<file path="src/rtl/sq_sig_pkg.sv">
// Shared definitions for the square-wave self-test source.
//   CNT_W_DEF  : default width of period/high_len and the phase counter
//   LFSR_TAPS  : feedback mask for the 16-bit glitch LFSR (taps 16,14,13,11)
//   state_t    : FSM state encoding (IDLE, RUN)
//   lfsr_next  : one Fibonacci step of the glitch LFSR
package sq_sig_pkg;

    localparam int          CNT_W_DEF = 32;
    localparam logic [15:0] LFSR_TAPS = 16'hB400;  // bits 15,13,12,10

    typedef enum logic {
        IDLE = 1'b0,
        RUN  = 1'b1
    } state_t;

    // Shift left; the new LSB is the XOR of the tapped bits.
    function automatic logic [15:0] lfsr_next(input logic [15:0] s);
        return {s[14:0], ^(s & LFSR_TAPS)};
    endfunction

endpackage

</file>
<file path="src/rtl/sq_sig_glitch_inj.sv">
// Glitch injector: free-running LFSR plus a down-counter that holds
// glitch_active high for exactly glitch_len cycles per glitch.
//   clk_100M, rst_n : clock, async active-low reset
//   run             : 1 while the generator is in RUN; 0 aborts any glitch
//   noise_en        : enables LFSR stepping and glitch starts
//   noise_rate      : a glitch starts when LFSR[7:0] < noise_rate
//   glitch_len      : glitch length in cycles (0 disables glitches)
//   glitch_active   : 1 while a glitch is in progress
module sq_sig_glitch_inj
    import sq_sig_pkg::*;
#(
    parameter logic [15:0] LFSR_SEED = 16'hACE1
) (
    input  logic       clk_100M,
    input  logic       rst_n,
    input  logic       run,
    input  logic       noise_en,
    input  logic [7:0] noise_rate,
    input  logic [7:0] glitch_len,
    output logic       glitch_active
);

    logic [15:0] lfsr;
    logic [7:0]  glitch_cnt;
    logic        start;

    assign glitch_active = (glitch_cnt != 8'd0);

    // Starts are only evaluated once the counter is back at zero, so a new
    // glitch is always separated from the previous one by at least one cycle.
    assign start = run && !glitch_active && noise_en &&
                   (glitch_len != 8'd0) && (lfsr[7:0] < noise_rate);

    always_ff @(posedge clk_100M or negedge rst_n) begin
        if (!rst_n) begin
            lfsr       <= LFSR_SEED;
            glitch_cnt <= 8'd0;
        end else begin
            if (noise_en)
                lfsr <= lfsr_next(lfsr);

            // Disabling noise mid-glitch lets the glitch finish; leaving RUN aborts it.
            if (!run)
                glitch_cnt <= 8'd0;
            else if (start)
                glitch_cnt <= glitch_len;
            else if (glitch_active)
                glitch_cnt <= glitch_cnt - 8'd1;
        end
    end

endmodule

</file>
<file path="src/rtl/sq_sig_gen.sv">
// Programmable square-wave source with an optional glitched copy, used to
// self-test the frequency-meter input path.
//   clk_100M, rst_n : 100 MHz clock, async active-low reset
//   en              : 1 = generate, 0 = idle (outputs low)
//   period          : period in clock cycles (0 = stay idle)
//   high_len        : high cycles per period
//   noise_en        : enable glitch injection
//   noise_rate      : glitch start threshold against LFSR[7:0]
//   glitch_len      : glitch length in cycles
//   sq_sig          : clean square wave, registered
//   sq_sig_noisy    : sq_sig XOR glitch, registered, same cycle as sq_sig
//   period_tick     : 1-cycle pulse on the first cycle of every period
//   busy            : 1 while in RUN
module sq_sig_gen
    import sq_sig_pkg::*;
#(
    parameter int          CNT_W     = CNT_W_DEF,
    parameter logic [15:0] LFSR_SEED = 16'hACE1
) (
    input  logic             clk_100M,
    input  logic             rst_n,
    input  logic             en,
    input  logic [CNT_W-1:0] period,
    input  logic [CNT_W-1:0] high_len,
    input  logic             noise_en,
    input  logic [7:0]       noise_rate,
    input  logic [7:0]       glitch_len,
    output logic             sq_sig,
    output logic             sq_sig_noisy,
    output logic             period_tick,
    output logic             busy
);

    state_t           state, state_nxt;
    logic [CNT_W-1:0] phase_cnt, phase_nxt;
    logic [CNT_W-1:0] period_sh, period_sh_nxt;
    logic [CNT_W-1:0] high_sh, high_sh_nxt;
    logic             sq_nxt, noisy_nxt, tick_nxt;
    logic             wrap;
    logic             glitch_active;

    assign busy = (state == RUN);

    // phase_cnt never exceeds period_sh-1 and period_sh is never 0 in RUN.
    assign wrap = (phase_cnt == period_sh - CNT_W'(1));

    always_comb begin
        state_nxt     = state;
        phase_nxt     = phase_cnt;
        period_sh_nxt = period_sh;
        high_sh_nxt   = high_sh;
        sq_nxt        = 1'b0;
        tick_nxt      = 1'b0;
        noisy_nxt     = 1'b0;

        case (state)
            IDLE: begin
                if (en && (period != '0)) begin
                    state_nxt     = RUN;
                    phase_nxt     = '0;
                    period_sh_nxt = period;
                    high_sh_nxt   = high_len;
                end
            end
            RUN: begin
                if (!en) begin
                    state_nxt = IDLE;
                    phase_nxt = '0;
                end else begin
                    sq_nxt    = (phase_cnt < high_sh);
                    tick_nxt  = (phase_cnt == '0);
                    // Gated by RUN&&en so a glitch counter still draining
                    // after exit can never leak into IDLE.
                    noisy_nxt = sq_nxt ^ glitch_active;
                    if (wrap) begin
                        // Shadows only reload here, so mid-period edits
                        // never produce a runt period.
                        phase_nxt = '0;
                        if (period == '0) begin
                            state_nxt = IDLE;
                        end else begin
                            period_sh_nxt = period;
                            high_sh_nxt   = high_len;
                        end
                    end else begin
                        phase_nxt = phase_cnt + CNT_W'(1);
                    end
                end
            end
            default: state_nxt = IDLE;
        endcase
    end

    always_ff @(posedge clk_100M or negedge rst_n) begin
        if (!rst_n)
            state <= IDLE;
        else
            state <= state_nxt;
    end

    always_ff @(posedge clk_100M or negedge rst_n) begin
        if (!rst_n) begin
            phase_cnt    <= '0;
            period_sh    <= '0;
            high_sh      <= '0;
            sq_sig       <= 1'b0;
            sq_sig_noisy <= 1'b0;
            period_tick  <= 1'b0;
        end else begin
            phase_cnt    <= phase_nxt;
            period_sh    <= period_sh_nxt;
            high_sh      <= high_sh_nxt;
            sq_sig       <= sq_nxt;
            sq_sig_noisy <= noisy_nxt;
            period_tick  <= tick_nxt;
        end
    end

    sq_sig_glitch_inj #(
        .LFSR_SEED (LFSR_SEED)
    ) u_glitch (
        .clk_100M      (clk_100M),
        .rst_n         (rst_n),
        .run           (busy),
        .noise_en      (noise_en),
        .noise_rate    (noise_rate),
        .glitch_len    (glitch_len),
        .glitch_active (glitch_active)
    );

endmodule

</file>
<file path="config.mk">
export PLATFORM = sky130hd
export DESIGN_NAME = sq_sig_gen
export DESIGN_NICKNAME = d
export VERILOG_FILES = /design/src/rtl/sq_sig_pkg.sv /design/src/rtl/sq_sig_glitch_inj.sv /design/src/rtl/sq_sig_gen.sv
export SDC_FILE = /design/constraint.sdc
export NUM_CORES = 1
export LEC_CHECK = 0
export BUFFER_PORTS_ARGS = -buffer_cell sky130_fd_sc_hd__buf_2
export CAP_MARGIN = 20
export CORE_UTILIZATION = 60
export DETAILED_ROUTE_END_ITERATION = 16
export GPL_TIMING_DRIVEN = 0
export PLACE_DENSITY = 0.81
export RECOVER_POWER = 100
export SYNTH_ARGS = -nofsm -noshare
export SYNTH_HDL_FRONTEND = slang
export SYNTH_SLANG_ARGS = --single-unit
</file>
<file path="constraint.sdc">
create_clock -name clk_100M -period 6.93 [get_ports clk_100M]
set_clock_uncertainty 0.05 [all_clocks]
set_input_delay 0 -clock clk_100M [delete_from_list [all_inputs] [get_ports clk_100M]]
set_output_delay 0 -clock clk_100M [all_outputs]
set_load 0.1 [all_outputs]
</file>
# --- After elaboration in Yosys (flattened, before gate mapping) ---
# Index checks and enable logic that the tools add are counted.
totals:
  reg_bits: 124
  inputBits: 84
op_classes:
  add_sub_neg: 3
  magnitude_cmp: 2
  n_eq_ne: 6
  mux: 28
  bitwise_logic: 2
  n_reduce_logical: 13
ops:
  columns: ["operator", "count"]
  rows:
  - ["$mux W32", 11]
  - ["$pmux W32 S2", 3]
  - ["$logic_not A32 Y1", 2]
  - ["$add A32 B1 Y32 const B", 1]
  - ["$eq A32 B32 Y1", 1]
  - ["$lt A32 B32 Y1", 1]
  - ["$reduce_bool A32 Y1", 1]
  - ["$sub A32 B1 Y32 const B", 1]
  - ["$mux W8", 3]
  - ["$reduce_bool A8 Y1", 2]
  - ["$reduce_xor A16 Y1", 1]
  - ["$mux W1", 10]
  - ["$lt A8 B8 Y1", 1]
  - ["$sub A8 B1 Y8 const B", 1]
  - ["$ne A2 B2 Y1 const B", 3]
  - ["$logic_and A1 B1 Y1", 5]
  - ["$reduce_and A4 Y1", 1]
  - ["$ne A3 B1 Y1 const B", 1]
  - ["$ne A2 B1 Y1 const B", 1]
  - ["$pmux W1 S2", 1]
  - ["$logic_not A1 Y1", 1]
  - ["$not A1 Y1", 1]
  - ["$xor A1 B1 Y1", 1]

# --- Logic depth before layout (Yosys ltp) ---
# Gate-level depths: netlist (run 1).
logic_depth:
  word_depth: 8
  mapped_depth: 13
  mapped_depth_nobuf: 11

# --- Modules after synthesis ---
# Synthesis (run 1) repeated with hierarchy kept, for this count alone.
unflattened:
  cells_unflattened: 730
  area_unflattened_um2: 7513.5
by_module_without_submodules:
  columns: ["module", "instances", "cells_per_inst", "area_each_um2", "seq_area_each_um2"]
  rows:
  - ["sq_sig_gen", 1, 610, 6163.4, 2502.4]
  - ["sq_sig_glitch_inj", 1, 120, 1350.0, 610.6]

# --- Worst setup path before layout (run 1) ---
# No wires, ideal clock.
synth_path:
  kind: "flip-flop to flip-flop"
  startpoint: "register period_sh[0]"
  endpoint: "register high_sh[0]"
  setup_ps: 125
  t_arrival_ps: 3064
  required_ps: 6755
  path_slack_ps: 3691
  path_stages_with_launch: 13
  path_buffers: 2
  synth_period_minus_slack_ps: 3239
  path_cell_list: "dfrtp_1 > inv_1 > ha_1 > or4b_4 > o21a_1 > o41ai_2 > o211ai_1 > a2111o_1 > o41ai_1 > nand2b_1 > buf_6 > buf_12 > mux2_4"
synth_via:
  elab_chain_cells: 4
synth_rtl:
  columns: ["element", "line_no", "rtl"]
  rows:
  - ["from (decl)", "sq_sig_gen.sv:36", "logic [CNT_W-1:0] period_sh, period_sh_nxt;"]
  - ["from (signal assigned)", "sq_sig_gen.sv:111", "period_sh <= period_sh_nxt;"]
  - ["$sub A32 B1 Y32", "sq_sig_gen.sv:45", "assign wrap = (phase_cnt == period_sh - CNT_W'(1));"]
  - ["$eq A32 B32 Y1", "sq_sig_gen.sv:45", null]
  - ["$ne A2 B1 Y1 (no source line)", null, null]
  - ["$reduce_and A4 Y1 (no source line)", null, null]
  - ["to (signal assigned)", "sq_sig_gen.sv:112", "high_sh <= high_sh_nxt;"]
  - ["to (decl)", "sq_sig_gen.sv:37", "logic [CNT_W-1:0] high_sh, high_sh_nxt;"]
# No other way between the ends.
# A chain may end at the register's enable or synchronous reset.

# --- Worst setup path after layout (run 1) ---
layout_path:
  startpoint: "register period_sh[2]"
  endpoint: "register high_sh[30]"
# The elaborated chain is that of the path after synthesis.

==> summary.md, run 1 <==
| Metric | Value |
|---|---|
| Dpl cells | 1012 |
| Reg clk slew, reported paths | 60 ps |
| Multi-input logic area | 4110 sq um |
| Root Buffer | clkbuf_16 |
| Share of cells above drive strength 1 | 16.7% |
| Final Critical Period | 4400 ps |
| Placer Congestion | 0.884 |
| Final instance area | 9590 sq um |
| Setup slack after layout | 2530 ps |
| CTS Sinks | 124 |
| Worst IR Drop VDD | 0.324 mV |
| Skew-Pair Late Insertion Delay | 430 ps |
| Sequential power share | 39.4% |
| Worst hold margin | 61.0 ps |
| CP startpoint kind | flip-flop |
| Vias in the first global route | 6763 |
| Area post-placement | 8580 sq um |
| Overall Global Routing Usage | 32.7% |
| WS Path Type | reg2reg |
| Rel. slew slack | -119% |
| Total Power | 2.60 mW |
| CTS tree | built |
| Status | finished with violations |
| Floorplan row count | 41 |
| Nets@finish | 1060 |
| Ports | 88 |
| WL per Instance | 18.8 microns |
| Area Growth Syn to Fin | 21.4% |
| P_sw | 0.831 mW |
| Slew Viols, Final | 69 |
| Failing checks | max-capacitance violations, max-slew violations |
| Initial core utilization | 62.1% |
| Crit path max fanout | 10 |
| Sequential fraction of the synthesis area | 39.4% |
| Clock group share of total power | 36.5% |
| Critical path arrival | 4650 ps |
| Post-Layout Cell Count | 1118 |
| Min-Delay Path Class | in2reg |
| Largest net degree at the start of global routing | 66 |
| Critical path cell sequence | nor4_2 -> nand2b_1 -> nor4_1 -> mux2_2 -> nor2_1 -> nand4_1 -> o41ai_1 -> nand2b_1 -> clkbuf_1 -> clkbuf_1 -> mux2_1 |
| Delay-heaviest family, CP | simple AND/OR/NAND/NOR gates |
| Worst Tran Pin Value | 3290 ps |
| Worst slack, placed | 3230 ps |
| First DRT Iteration DRCs | 542 |
| Post-route ant nets | 0 |
| First-pass GRT wire length | 33500 microns |
| Most common cell after layout, fill and taps aside | dfrtp_1 |
| Dpl hpwl | 14500 microns |
| DIE AREA | 13600 sq um |
| Synth Flop Type | dfrtp_1 |
| Number of synthesized flops with an enable pin | 0 |
| Synth Cell Area | 7900 sq um |
| Initial antenna violation count | 0 |
| Die Width | 117 microns |
| Final core utilization | 75.4% |
| Fin crit share | 63.5% |
| TNS Setup | 0 ps |
| DRC violations left | 0 |
| Worst-case clock buffer depth | 2 |
| Max Cap Violations | 2 |
| Fraction of registers with async set/reset | 100% |
| Syn. warnings | 0 |
| Required time of the critical path | 7180 ps |
| Final Hold Vio Count | 0 |
| Pleak | 4.32 nW |
| Die span in y | 117 microns |
| DR vias/cell | 5.87 |
| Fill cell count | 951 |
| # port buffers | 86 |
| Sequential cell area | 3110 sq um |
| Int Pwr | 1.77 mW |
| Post-Route WL | 21000 microns |
| Mapped Nets | 880 |
| Routed via count | 6562 |
| H-tree lvl count | 4 |
| CP Buf/Inv Count | 2 |
| Total grt overflow | 0 |
| Critical path's largest stage delay | 480 ps |
| Syn_area_per_cell | 10.5 sq um |
| Yosys reg bits | 124 |
| Setup-failing EPs final | 0 |
| Synth Instances | 753 |
| Power Dens Cells | 271 nW/um^2 |
| Drt first pass iters | 5 |
| Most frequent cells in the layout | dfrtp_1 (116), buf_2 (82), dlygate4sd3_1 (74), inv_1 (57), mux2_1 (54) |
| Unique masters post-synth | 61 |
| Gate power share | 24.1% |
| FMAX | 227 MHz |
| Core ar. | 12700 sq um |
| Nature of the critical path endpoint | flip-flop |
| Antenna diodes | 0 |
| RSZ-0062 raised after global routing | false |
| Sw Ratio | 31.9% |
| Slowest stage cell, crit path | nor4_2 |
| Cts bufs inserted | 17 |
| PostCTS Resize Cnt | 0 |
[power by group through the flow]
stage / sequential, mW / clock, mW / combinational [mW]
global placement: 1.02 / 0 / 0.604
global route: 1.04 / 0.990 / 0.693
CTS: 1.03 / 0.955 / 0.685
finish: 1.03 / 0.950 / 0.627
floorplan: 1.00 / 0 / 0.487
detailed placement: 1.03 / 0 / 0.643
[cells by family after synthesis]
logic type / Yosys count / synth area share [%]
xor+xnor: 70 / 7.76
flops: 124 / 39.4
mux: 84 / 14.8
simple gates: 258 / 17.7
buf+inv: 88 / 5.73
fa+ha+maj: 43 / 6.81
compound gates: 86 / 7.78
[cell type report]
| class | count | share of cell area, % |
|---|---|---|
| Sequential cell | 124 | 32.5 |
| Multi-Input combinational cell | 541 | 42.9 |
| Tap cell | 172 | 2.24 |
| Buffer | 31 | 1.23 |
| Timing Repair Buffer | 161 | 12.4 |
| Clock buffer | 17 | 4.44 |
| Clock inverter | 15 | 2.09 |
| Inverter | 57 | 2.23 |
[final timing paths]
check | start | end | slack (ps) | depth (start not counted)
min in group asynchronous | rst_n | period_sh[2] | 1170 | 2
max | period_sh[2] | high_sh[30] | 2530 | 11
min reg2reg | high_sh[6] | high_sh[6] | 450 | 1
max reg2reg | period_sh[2] | high_sh[30] | 2530 | 11
max in group asynchronous | rst_n | high_sh[10] | 3800 | 2
min | noise_en | u_glitch.lfsr[4] | 60 | 2
[flip-flops by register name, indices dropped and copies added (netlist names)]
name,cells
busy,1
high_sh,32
period_sh,32
period_tick,1
phase_cnt,32
sq_sig,1
sq_sig_noisy,1
u_glitch.glitch_cnt,8
u_glitch.lfsr,16
[Yosys cell counts, drive strengths merged (14+ instances only)]
cell type | instances | area, sq um
nand3 | 27 | 135
nor3 | 26 | 145
xor2 | 33 | 289
xnor2 | 37 | 324
ha | 43 | 538
nand4 | 27 | 169
nand2 | 45 | 169
dfrtp | 116 | 2900
inv | 57 | 214
nor2 | 53 | 199
clkbuf | 18 | 67.6
o21ai | 14 | 70.1
nor4 | 30 | 206
a21o | 17 | 128
mux2 | 80 | 1130
[routing by layer]
metal  vias to the layer above  track usage [%]  part of all wire [%]
met5                         -                0                     0
met4                         0             12.6                   2.5
met3                        47             7.63                   6.5
met2                       249             54.8                    49
met1                      3186             41.2                    42
li1                       3080                -                     -
[repair_timing]
action / 4_1_cts / 5_1_grt
setup endpoints to repair: 0 / 0
setup buffers: 0 / 0
hold buffers: 74 / 0
hold endpoints to repair: 189 / 0
Note: power is estimated with default switching activity, not from simulation.
==> inputs of run 2 (changes only) <==
Settings changed: CORE_UTILIZATION 60 to 54, PLACE_DENSITY 0.81 to 0.77.
Clock period 6.93 ns to 3.7 ns, I/O delays scaled along.
==> summary.md, run 2 (synthesis gave the netlist of run 1 again) <==
| Metric | Value |
|---|---|
| Setup slack after layout | 119 ps |
| Sequential power share | 38.2% |
| DRC violations left | 0 |
| Final Critical Period | 3580 ps |
| H-tree lvl count | 4 |
| Reg-to-Reg End | period_sh[30] |
| Share of cells above drive strength 1 | 24.5% |
| Antenna diodes | 0 |
| Gate power share | 24.8% |
| Final instance area | 9980 sq um |
| Power Dens Cells | 504 nW/um^2 |
| Core ar. | 14100 sq um |
| Hold endpoint | u_glitch.lfsr[4] |
| Area post-placement | 8590 sq um |
| Worst-case clock buffer depth | 2 |
| CTS Sinks | 124 |
| Clock group share of total power | 36.9% |
| Worst Tran Pin Value | 1580 ps |
| Hold_sp | noise_en |
| Slew Viols, Final | 9 |
| Total grt overflow | 0 |
| Worst hold margin | 60.6 ps |
| P_sw | 1.47 mW |
| Reg clk slew, reported paths | 60 ps |
| Largest net degree at the start of global routing | 90 |
| WL per Instance | 17.0 microns |
| Floorplan row count | 43 |
| DIE AREA | 15100 sq um |
| Failing checks | max-capacitance violations, max-slew violations |
| Worst IR Drop VDD | 0.329 mV |
| Fin crit share | 96.8% |
| Vias in the first global route | 6185 |
| CTS tree | built |
| Root Buffer | clkbuf_16 |
| Worst slack, placed | 52.4 ps |
| Initial antenna violation count | 0 |
| Ports | 88 |
| Dpl hpwl | 13200 microns |
| Worst reg2reg startpoint | period_sh[0] |
| Cts bufs inserted | 17 |
| Final core utilization | 70.8% |
| Routed via count | 6388 |
| Int Pwr | 3.56 mW |
| Total Power | 5.03 mW |
| Critical path arrival | 3830 ps |
| Required time of the critical path | 3950 ps |
| Initial core utilization | 56.0% |
| Post-Route WL | 19200 microns |
| TNS Setup | 0 ps |
| Final Hold Vio Count | 0 |
| Overall Global Routing Usage | 26.7% |
| Worst hold path depth | 2 |
| FF-to-FF path depth | 12 |
| Placer Congestion | 0.908 |
| FMAX | 279 MHz |
| # port buffers | 86 |
| DR vias/cell | 5.66 |
| Post-Layout Cell Count | 1128 |
| First DRT Iteration DRCs | 451 |
| Setup-failing EPs final | 0 |
| Nature of the critical path endpoint | flip-flop |
| WS Path Type | reg2reg |
| Dpl cells | 1020 |
| Max Cap Violations | 1 |
| Min-Delay Path Class | in2reg |
| Nets@finish | 1062 |
| Most frequent cells in the layout | dfrtp_1 (114), buf_2 (83), dlygate4sd3_1 (75), mux2_4 (60), inv_1 (57) |
| Skew-Pair Late Insertion Delay | 420 ps |
| R2R Setup Slk | 120 ps |
| Die span in y | 123 microns |
| RSZ-0062 raised after global routing | false |
| First-pass GRT wire length | 30600 microns |
| Drt first pass iters | 6 |
| Most common cell after layout, fill and taps aside | dfrtp_1 |
| Sw Ratio | 29.2% |
| Crit path max fanout | 10 |
| CP startpoint kind | flip-flop |
| Biggest regs | high_sh x32, period_sh x32, phase_cnt x32 |
| Post-route ant nets | 0 |
| Rel. slew slack | -5.93% |
| Die Width | 123 microns |
| Status | finished with violations |
| Area Growth Syn to Fin | 26.3% |
| Pleak | 4.65 nW |
[run 2: cell count changes in the layout (fill, tap and decap cells not counted), moves of 3 or more]
cell        before  now
mux2_4           6   60
clkinvlp_4       0    4
mux2_1          54    0
buf_8            0    3
clkbuf_1        35   26
inv_6            5    1
buf_6            0    5
[run 2: layer usage]
layer	share of wire, %	track usage (%)
met1	44	34.7
met2	49	44.3
met3	6.3	6.04
met4	1.3	8.46
met5	0	0
[run 2: repair_timing]
item / 4_1_cts / 5_1_grt
setup endpoints to repair: 2 / 92
hold buffers: 76 / 0
gates resized for setup: 1 / 8
buffers inserted: 0 / 0
pin swaps: 0 / 2
endpoints found under the hold margin: 191 / 0
[run 2: cell type report]
type,count,area (sq um)
Multi-Input combinational cell,541,4360
Fill cell,1041,4120
Sequential cell,124,3120
Timing Repair Buffer,163,1210
Clock buffer,19,443
Tap cell,180,225
Clock inverter,13,215
Inverter,57,214
Buffer,31,198
[run 2: how the worst max path moves through the flow]
stage / slack, ps / end / from
final: 120 / period_sh[30] / period_sh[0]
after global routing: 3 / phase_cnt[7] / period_sh[5]
after CTS: 30 / phase_cnt[9] / period_sh[0]
after detailed placement: 50 / phase_cnt[7] / period_sh[0]
after global placement: 80 / phase_cnt[7] / period_sh[0]
after floorplan: 460 / high_sh[0] / period_sh[0]
[run 2: power groups by stage]
stage	registers, mW	clock network [mW]	logic (mW)
after global routing	1.96	1.94	1.38
after CTS	1.91	1.87	1.25
after global placement	1.92	0	1.14
final	1.92	1.86	1.25
after floorplan	1.88	0	0.911
after detailed placement	1.93	0	1.18
[run 2: worst max-delay path: stages, from the launching register on]
cell and delay, ps:
dfrtp_2 450, inv_1 80, ha_2 210, or4b_4 490, o21a_1 210, o41ai_2 330
o211ai_1 190, a2111o_1 330, o41ai_1 350, nand2b_1 110, buf_6 180, buf_8 170
mux2_4 300
==> inputs of run 3 (changes only) <==
Settings changed: CORE_UTILIZATION 54 to 55, CTS_BUF_LIST set to sky130_fd_sc_hd__clkbuf_8, PLACE_DENSITY 0.77 to 0.79.
==> summary.md, run 3 (synthesis gave the netlist of run 1 again) <==
| Metric | Value |
|---|---|
| Worst slack, placed | 116 ps |
| Nets@finish | 1062 |
| CTS Sinks | 124 |
| Critical path arrival | 3870 ps |
| Critical path cell sequence | nor4_4 -> nand2b_1 -> nor3_2 -> xor2_1 -> o221a_2 -> a2111o_1 -> o41ai_1 -> nand2b_1 -> buf_6 -> buf_12 -> mux2_4 |
| Slowest stage cell, crit path | dfrtp_1 |
| Setup-failing EPs final | 0 |
| First-pass GRT wire length | 30800 microns |
| CP Capture Point | high_sh[29] |
| Power Dens Cells | 452 nW/um^2 |
| Worst reg2reg startpoint | period_sh[2] |
| Worst IR Drop VDD | 0.232 mV |
| Core ar. | 13900 sq um |
| Post-Layout Cell Count | 1128 |
| Rel. slew slack | -42.3% |
| Post-route ant nets | 0 |
| FMAX | 280 MHz |
| Worst Tran Pin Value | 2130 ps |
| Vias in the first global route | 6313 |
| Final Hold Vio Count | 0 |
| Die Width | 122 microns |
| Total grt overflow | 0 |
| # port buffers | 86 |
| Initial core utilization | 56.7% |
| H-tree lvl count | 4 |
| Dpl hpwl | 13100 microns |
| Overall Global Routing Usage | 27.3% |
| Die span in y | 122 microns |
| Most frequent cells in the layout | dfrtp_1 (115), buf_2 (83), dlygate4sd3_1 (75), mux2_4 (60), inv_1 (57) |
| Worst hold margin | 143 ps |
| WL per Instance | 17.1 microns |
| DIE AREA | 14800 sq um |
| Biggest regs | high_sh x32, period_sh x32, phase_cnt x32 |
| Placer Congestion | 0.905 |
| Setup crit start | period_sh[2] |
| Final Critical Period | 3580 ps |
| Share of cells above drive strength 1 | 24.9% |
| Root Buffer | clkbuf_8 |
| R2R Setup Slk | 120 ps |
| Largest net degree at the start of global routing | 88 |
| Worst-case clock buffer depth | 2 |
| Reg clk slew, reported paths | 70 ps |
| DR vias/cell | 5.73 |
| Initial antenna violation count | 0 |
| First DRT Iteration DRCs | 411 |
| DRC violations left | 0 |
| Setup slack after layout | 124 ps |
| Crit path max fanout | 10 |
| Dpl cells | 1020 |
| Min-Delay Path Class | in2reg |
| Skew-Pair Late Insertion Delay | 470 ps |
| Critical path's largest stage delay | 500 ps |
| Routed via count | 6467 |
| Max Cap Violations | 2 |
| CTS tree | built |
| Nature of the critical path endpoint | flip-flop |
| Required time of the critical path | 4000 ps |
| Area Growth Syn to Fin | 23.6% |
| Fin crit share | 96.7% |
| Floorplan row count | 43 |
| Post-Route WL | 19300 microns |
| Antenna diodes | 0 |
| CP startpoint kind | flip-flop |
| Failing checks | max-capacitance violations, max-slew violations |
| WS Path Type | reg2reg |
| Pleak | 4.56 nW |
| Reg-to-Reg End | high_sh[29] |
| Status | finished with violations |
| Most common cell after layout, fill and taps aside | dfrtp_1 |
| Cts bufs inserted | 17 |
| Crit path top cell by count | nand2b_1 |
| Ports | 88 |
| Slew Viols, Final | 126 |
| Drt first pass iters | 7 |
| FF-to-FF path depth | 11 |
run 3: changes by cell type in the layout (fill, tap and decap cells not counted), moves of 2 or more:
| cell | change |
|---|---|
| buf_12 | +6 |
| dfstp_2 | +2 |
| buf_8 | -3 |
| clkinv_2 | +2 |
| clkbuf_8 | +16 |
| inv_6 | +3 |
| clkbuf_16 | -17 |
| nor4_2 | -2 |
| bufinv_16 | -3 |
| dfstp_1 | -2 |
| buf_6 | -3 |
run 3: final cells by class:
cell class / instances / area (sq um)
tap: 180 / 225
clock inverter: 15 / 165
timing repair buffer: 163 / 1180
buffer: 31 / 239
inverter: 57 / 214
sequential: 124 / 3110
multi-input combinational: 541 / 4380
clock buffer: 17 / 234
fill: 1024 / 4180
run 3: per-stage QoR:
stage	TNS, ps	total power, mW	util, %	cell area, sq um
after floorplan	0	2.79	-	7900
after global placement	0	3.06	61.4	8550
after detailed placement	0	3.11	61.6	8590
after CTS	0	4.40	70.0	9760
after global routing	-27.1	4.66	70.0	9760
final	0	4.42	70.0	9760
run 3: timing repair:
| action | in CTS | in global routing |
|---|---|---|
| endpoints found under the setup margin | 0 | 93 |
| resized for setup | 0 | 10 |
| buffers inserted | 0 | 0 |
| endpoints found under the hold margin | 198 | 0 |
| hold buffers | 76 | 0 |
run 3: layer usage:
metal | vias up | track usage (%) | part of all wire [%]
met5 | - | 0 | 0
met4 | 0 | 11.6 | 2.4
met3 | 40 | 5.15 | 5.3
met2 | 225 | 45.1 | 49
met1 | 3122 | 34.8 | 44
li1 | 3080 | - | -
run 3: worst min path at each step:
stage / from / to / slack (ps) / depth (start not counted)
final: noise_rate[7] / u_glitch.glitch_cnt[3] / 140 / 6
after global routing: noise_rate[7] / u_glitch.glitch_cnt[6] / 190 / 6
after CTS: rst_n / period_sh[15] / 5 / 3
after detailed placement: rst_n / period_sh[12] / -130 / 1
after global placement: glitch_len[7] / u_glitch.glitch_cnt[7] / 170 / 2
after floorplan: rst_n / busy / -350 / 0
run 3: critical path, delay by kind of cell, from the launching register on:
family	cells	cell delay, ps
multiplexers	1	300
XOR/XNOR	1	110
AND/OR/NAND/NOR	4	1070
AO/OA/AOI/OAI	3	1050
flip-flops	1	500
buffers and inverters	2	370
run 3: where the power goes:
part           internal (mW)  switching, mW
logic                  0.692          0.582
clock network          0.609          0.614
registers               1.65          0.266
